==> src/rtl/ysyx_23060072_wb_arbiter.sv <==
// Writeback arbiter: shares the single register-file write port among NREQ producers.
// The write request is registered and held until the port takes it. x0 and x16-x31 targets are dropped.
module ysyx_23060072_wb_arbiter #(
  parameter int NREQ       = 4,
  parameter bit FIXED_PRIO = 1'b0
) (
  input  logic              clk,
  input  logic              rst,
  input  logic [NREQ-1:0]   req_valid_i,
  input  logic [NREQ*5-1:0] req_addr_i,
  input  logic [NREQ*32-1:0] req_data_i,
  output logic [NREQ-1:0]   req_ready_o,
  input  logic              wb_ready_i,
  output logic              wb_flag_o,
  output logic [4:0]        wb_addr_o,
  output logic [31:0]       wb_data_o,
  output logic              err_o
);
  localparam int IW = $clog2(NREQ);

  logic [IW-1:0]   rr_q, rr_d, gidx;
  logic            flag_q, err_q;
  logic [4:0]      addr_q, g_addr;
  logic [31:0]     data_q, g_data;
  logic            slot_free, found;
  logic [NREQ-1:0] grant;

  // k-th candidate of the scan: rotating from rr_q, or plain index order in fixed mode
  function automatic logic [IW-1:0] scan_idx(input logic [IW-1:0] p, input int k);
    int s;
    s = FIXED_PRIO ? k : (int'(p) + k) % NREQ;
    return IW'(s);
  endfunction

  assign slot_free = !flag_q || wb_ready_i;

  always_comb begin
    grant = '0;
    gidx  = '0;
    found = 1'b0;
    if (!rst && slot_free) begin
      for (int k = 0; k < NREQ; k++) begin
        if (!found && req_valid_i[scan_idx(rr_q, k)]) begin
          found = 1'b1;
          gidx  = scan_idx(rr_q, k);
        end
      end
    end
    if (found) grant[gidx] = 1'b1;
  end

  assign g_addr = req_addr_i[5*gidx +: 5];
  assign g_data = req_data_i[32*gidx +: 32];
  assign rr_d   = (gidx == IW'(NREQ-1)) ? '0 : gidx + 1'b1;

  always_ff @(posedge clk) begin
    if (rst) begin
      flag_q <= 1'b0;
      addr_q <= '0;
      data_q <= '0;
      err_q  <= 1'b0;
      rr_q   <= '0;
    end else if (found) begin
      rr_q <= rr_d;
      if (g_addr == 5'd0) begin
        flag_q <= 1'b0;
      end else if (g_addr[4]) begin
        flag_q <= 1'b0;
        err_q  <= 1'b1;
      end else begin
        flag_q <= 1'b1;
        addr_q <= g_addr;
        data_q <= g_data;
      end
    end else if (slot_free) begin
      flag_q <= 1'b0;
    end
  end

  assign req_ready_o = grant;
  assign wb_flag_o   = flag_q;
  assign wb_addr_o   = addr_q;
  assign wb_data_o   = data_q;
  assign err_o       = err_q;
endmodule
==> config.mk <==
export PLATFORM = sky130hd
export DESIGN_NAME = ysyx_23060072_wb_arbiter
export DESIGN_NICKNAME = d
export VERILOG_FILES = /design/src/rtl/ysyx_23060072_wb_arbiter.sv
export SDC_FILE = /design/constraint.sdc
export NUM_CORES = 1
export LEC_CHECK = 0
export ABC_CLOCK_PERIOD_IN_PS = 5700
export BUFFER_PORTS_ARGS = -buffer_cell sky130_fd_sc_hd__buf_2
export CAP_MARGIN = 30
export CORE_MARGIN = 2
export CORE_UTILIZATION = 45
export CTS_CLUSTER_DIAMETER = 50
export DETAILED_ROUTE_END_ITERATION = 7
export GPL_TIMING_DRIVEN = 1
export PLACE_DENSITY = 0.95
export SLEW_MARGIN = 10
export SYNTH_ARGS = -nofsm -noshare
export SYNTH_HDL_FRONTEND = slang
export SYNTH_SLANG_ARGS = --single-unit
==> constraint.sdc <==
create_clock -name clk -period 5.7 [get_ports clk]
set_input_delay 1.14 -clock clk [delete_from_list [all_inputs] [get_ports clk]]
set_output_delay 1.14 -clock clk [all_outputs]
set_load 0.05 [all_outputs]
* Word level (Yosys, flattened, before mapping)
Cells that the tools add are included.
** Word-level totals
- Flip-flop bits (word level) :: 40
- Input port bits :: 155
- Output and inout bits :: 43
- Logic and storage cells :: 65
** Operators by class
- Add/subtract/negate cells :: 4
- Multipliers :: 1
- $lt $le $gt $ge :: 6
- Equal/unequal tests :: 1
- Shift operators :: 2
- Mux-type cells :: 29
- Bitwise logic cells :: 2
- Reduce and logical (&&, ||, !) cells :: 15
** Operator list (count)
- 128-bit by 8-bit variable part select with 32-bit output :: 1
- 20-bit by 6-bit variable part select with 5-bit output :: 1
- 1-bit 2-to-1 mux :: 17
- 2-bit by 3-bit < comparator with 1-bit output, second input constant :: 5
- 2-bit 2-to-1 mux :: 6
- 1-bit binary-select mux with 2-bit select :: 4
- 3-bit AND reduction :: 2
- 1-bit logical AND :: 5
- 1-bit zero test :: 5
- 5-bit zero test :: 1
- 3-bit by 2-bit multiplier with 5-bit output, first input constant :: 1
- 2-bit by 1-bit adder with 2-bit output, second input constant :: 2
- 2-bit adder, second input constant :: 2
- 4-bit 2-to-1 mux :: 1
- 1-bit demux with 2-bit select :: 1
- 2-bit == test, second input constant :: 1
- 2-bit by 1-bit greater-or-equal comparator with 1-bit output, second input constant :: 1
- 1-bit inverter :: 2
- 2-bit nonzero test :: 1
- 1-bit logical OR :: 1

* Logic depth before layout (Yosys ltp)
- Word-level depth :: 21
- Gate-level depth with buffers :: 11
- Mapped depth without buffers :: 7

* Worst setup path before layout
No wires, ideal clock.
- Path kind :: input to output
- Start point :: input wb_ready_i
- End point :: output req_ready_o[1]
- Data arrival time :: 3.163 ns
- Data required time :: 4.560 ns
- Slack :: 1.397 ns
- Cell stages on the path :: 7
- Buffers on the path :: 2
- Path through :: nand2b_1 > o311ai_1 > nor4_4 > clkbuf_1 > clkbuf_1 > ha_1 > and2_1
** On the way
- Longest elaborated chain between the ends :: 8
- Elaborated cells on any way between the ends :: 10
** RTL lines
- start, declared :: line 13 : input logic wb_ready_i,
- 1-bit logical OR * :: line 35 : assign slot_free = !flag_q || wb_ready_i;
- 1-bit logical AND * :: line 41 : if (!rst && slot_free) begin
- 2-bit 2-to-1 mux :: line 41
- 2-bit by 3-bit < comparator with 1-bit output (not written as such) or 2-bit by 1-bit greater-or-equal comparator with 1-bit output (tied branches) :: line 49 : if (found) grant[gidx] = 1'b1;
- 1-bit logical AND (not written as such) :: line 49
- 1-bit 2-to-1 mux (not written as such) :: line 49
- 1-bit demux with 2-bit select :: line 49
- 4-bit 2-to-1 mux * :: line 49
- end, declared :: line 12 : output logic [NREQ-1:0] req_ready_o,
Mark *: on every way between the ends. The rest lies on a longest branch, timed or not.

* Worst setup path in the final report
- Start point :: input rst
- End point :: output req_ready_o[2]
** On the way
- Longest elaborated chain between the ends :: 8
- Elaborated cells on any way between the ends :: 10
** RTL lines
- start, declared :: line 8 : input logic rst,
- 1-bit zero test * :: line 41
- 1-bit logical AND * :: line 41
- 2-bit 2-to-1 mux :: line 41
- 2-bit by 3-bit < comparator with 1-bit output (not written as such) or 2-bit by 1-bit greater-or-equal comparator with 1-bit output (tied branches) :: line 49
- 1-bit logical AND (not written as such) :: line 49
- 1-bit 2-to-1 mux (not written as such) :: line 49
- 1-bit demux with 2-bit select :: line 49
- 4-bit 2-to-1 mux * :: line 49
Marks and branches as above.

==> results.sh <==
export IMPL_cap_violations=0
export IMPL_finalCritPeriodShare=0.836
export IMPL_portBuffers=196
export IMPL_crit_family="buffers and inverters"
export IMPL_cts_root_buf="clkbuf_8"
export IMPL_arrival_ps=3620
export IMPL_drt_wl_total_um=8000
export IMPL_start_kind="input pin"
export IMPL_swShare=0.441
export IMPL_cts_tree="yes"
export IMPL_setup_slack_ps=937
export IMPL_use_met3=0.0616
export IMPL_hold_buffers=0
export IMPL_vias=2970
export IMPL_antenna_found_initial=0
export IMPL_gp_congestion=0.885
export IMPL_insertion_delay_ps=280
export IMPL_rows=28
export IMPL_p_int_uw=610
export IMPL_die_w_um=83.1
export IMPL_drive_above_1_share=0.501
export IMPL_initial_core_util=0.470
export IMPL_num_antenna_cells=0
export IMPL_slew_headroom=0.481
export IMPL_status="finished clean"
export IMPL_power_net_switching_uw=482
export IMPL_seq_area_frac_synth=0.285
export IMPL_coreArea_sq_um=5990
export IMPL_cpPeakStageDelay_ps=560
export IMPL_cp_end_kind="output pin"
export IMPL_min_path_type="flop to flop"
export IMPL_place_detailed_hpwl_um=6560
export IMPL_worst_setup_path_type="input pin to output pin"
export IMPL_overflow=0
export IMPL_clock_sinks=40
export IMPL_worstMarginPinSlew_ps=776
export IMPL_ir_worst_vdd_mv=0.157
export IMPL_synthCells=313
export IMPL_hold_slack_ps=458
export IMPL_wl_per_cell_um=14.0
export IMPL_rsz0062_at_grt="false"
export IMPL_place_ws_ps=847
export IMPL_pwr_density_cell_nw_per_um2=282
export IMPL_p_total_uw=1090
export IMPL_setup_viol=0
export IMPL_cts_clk_slew_worst_paths_ps=70
export IMPL_fp_dieH_um=83.1
export IMPL_slowest_stage="nor4_4"
export IMPL_routed_via_density=5.21
export IMPL_layout_nets=656
export IMPL_htree_levels=2
export IMPL_dieArea_sq_um=6900
export IMPL_syn_num_nets=472
export IMPL_cts_setup_buffers=0
export IMPL_async_reset_ff_frac=0
export IMPL_synthDistinctLibCells=33
export IMPL_fin_tns_setup_ps=0
export IMPL_grt_max_degree=43
export IMPL_ys_ff_latch=40
export IMPL_path_cells="buf_2, inv_2, o311ai_1, nor4_4, buf_4, inv_2, ha_1, and2_1, buf_2"
export IMPL_p_seq_frac=0.334
export IMPL_post_route_util=0.645
export IMPL_cts_buffers=5
export IMPL_drt_iter0_drc=78
export IMPL_ctsLongestPathBuffers=2
export IMPL_path_buf_inv=5
export IMPL_final_cell_mix="buf_2, nand2_1, mux2i_1"
export IMPL_area_growth_pct=37.4
export IMPL_period_minus_slack_ps=4760
export IMPL_final_common_cell="buf_2"
export IMPL_clock_skew_final_ps=2.67
export IMPL_grtUsageMet1=0.253
export IMPL_grt_pass1_wl_um=13600
export IMPL_grtUsageMet2=0.443
export IMPL_synth_edf_count=0
export IMPL_p_leak_uw=0.00198
export IMPL_cts_resized_gates=0
export IMPL_hold_viol_final=0
export IMPL_critPathMaxFanout=38
export IMPL_drtPass1Iterations=5
export IMPL_synth_ff_type="dfxtp_1"
export IMPL_io_pins=198
export IMPL_p_comb_frac=0.515
export IMPL_max_freq_mhz=210
export IMPL_postSynthAreaPerCell_sq_um=8.99
export IMPL_grt_usage=0.234
export IMPL_slew_violations=0
export IMPL_busiest_layer="met2"
export IMPL_cp_required_ps=4560
export IMPL_drc=0
export IMPL_yosysWarnings=0
export IMPL_grt_pass1_vias=3109
export IMPL_syn_area_sq_um=2810
export IMPL_p_clk_frac=0.151
export IMPL_ant_nets=0
power groups by stage:
stage	Clock, uW	Combinational [uW]	Sequential, uW
final	164	563	365
after global routing	181	603	373
after CTS	167	567	365
after detailed placement	0	566	370
after global placement	0	548	369
after floorplan	0	237	551
worst min-delay path: stages, from the launching register on:
cell and delay, ps:
dfxtp_1 310, nand2_1 50, mux2i_1 50
worst paths after layout:
check	startpoint	slack, ps	depth (start not counted)	endpoint
setup / recovery	rst	940	9	req_ready_o[2]
hold / removal	wb_data_o[3]$_SDFFE_PP0P_	460	2	wb_data_o[3]$_SDFFE_PP0P_
setup reg to reg	rr_q[1]$_SDFFE_PP0P_	1960	8	wb_data_o[18]$_SDFFE_PP0P_
hold reg to reg	wb_data_o[3]$_SDFFE_PP0P_	460	2	wb_data_o[3]$_SDFFE_PP0P_
Yosys cell counts, types with 2 or more instances:
master,instances,area share
mux2_2,32,0.13
clkbuf_1,13,0.017
buf_6,5,0.020
dfxtp_1,40,0.28
nand2b_1,2,0.0044
nand2_1,68,0.091
and2_1,4,0.0089
mux4_2,4,0.032
a32o_1,3,0.011
buf_2,5,0.0089
o21ai_0,33,0.059
a21oi_1,5,0.0089
mux2i_1,68,0.24
inv_2,3,0.0040
nor2b_1,3,0.0067
ha_1,4,0.018
nor2_1,5,0.0067
layer usage:
layer	wire, um	up-vias
li1	-	1463
met1	2960	1371
met2	4360	126
met3	580	10
met4	95	0
met5	0	-
state kept, by name (all words and copies together) (netlist names):
signal and cells:
rr_q 2, wb_addr_o 4, wb_flag_o 1, wb_data_o 32
err_o 1
logic make-up (layout without fill, tap and decap cells):
group / after synthesis / after routing / share of synthesized area
mux: 105 / 105 / 0.406
other cells: 1 / 1 / 0.00133
buf+inv: 28 / 210 / 0.0543
compound gates: 46 / 46 / 0.0934
simple gates: 89 / 89 / 0.142
flops: 40 / 40 / 0.285
fa+ha+maj: 4 / 4 / 0.0178
per-stage QoR:
step | std cells | area (sq um)
global placement | 565 | 3800
detailed placement | 565 | 3800
floorplan | 313 | 2810
finish | 570 | 3860
CTS | 570 | 3860
global route | 570 | 3860
final cells by class:
cell class | count | area, sq um
clock buffer | 5 | 68.8
multi-input combinational | 245 | 1870
sequential | 40 | 801
timing repair buffer | 201 | 1020
fill | 478 | 2130
tap | 75 | 93.8
inverter | 4 | 15.0
(Power assumes the default switching activity.)
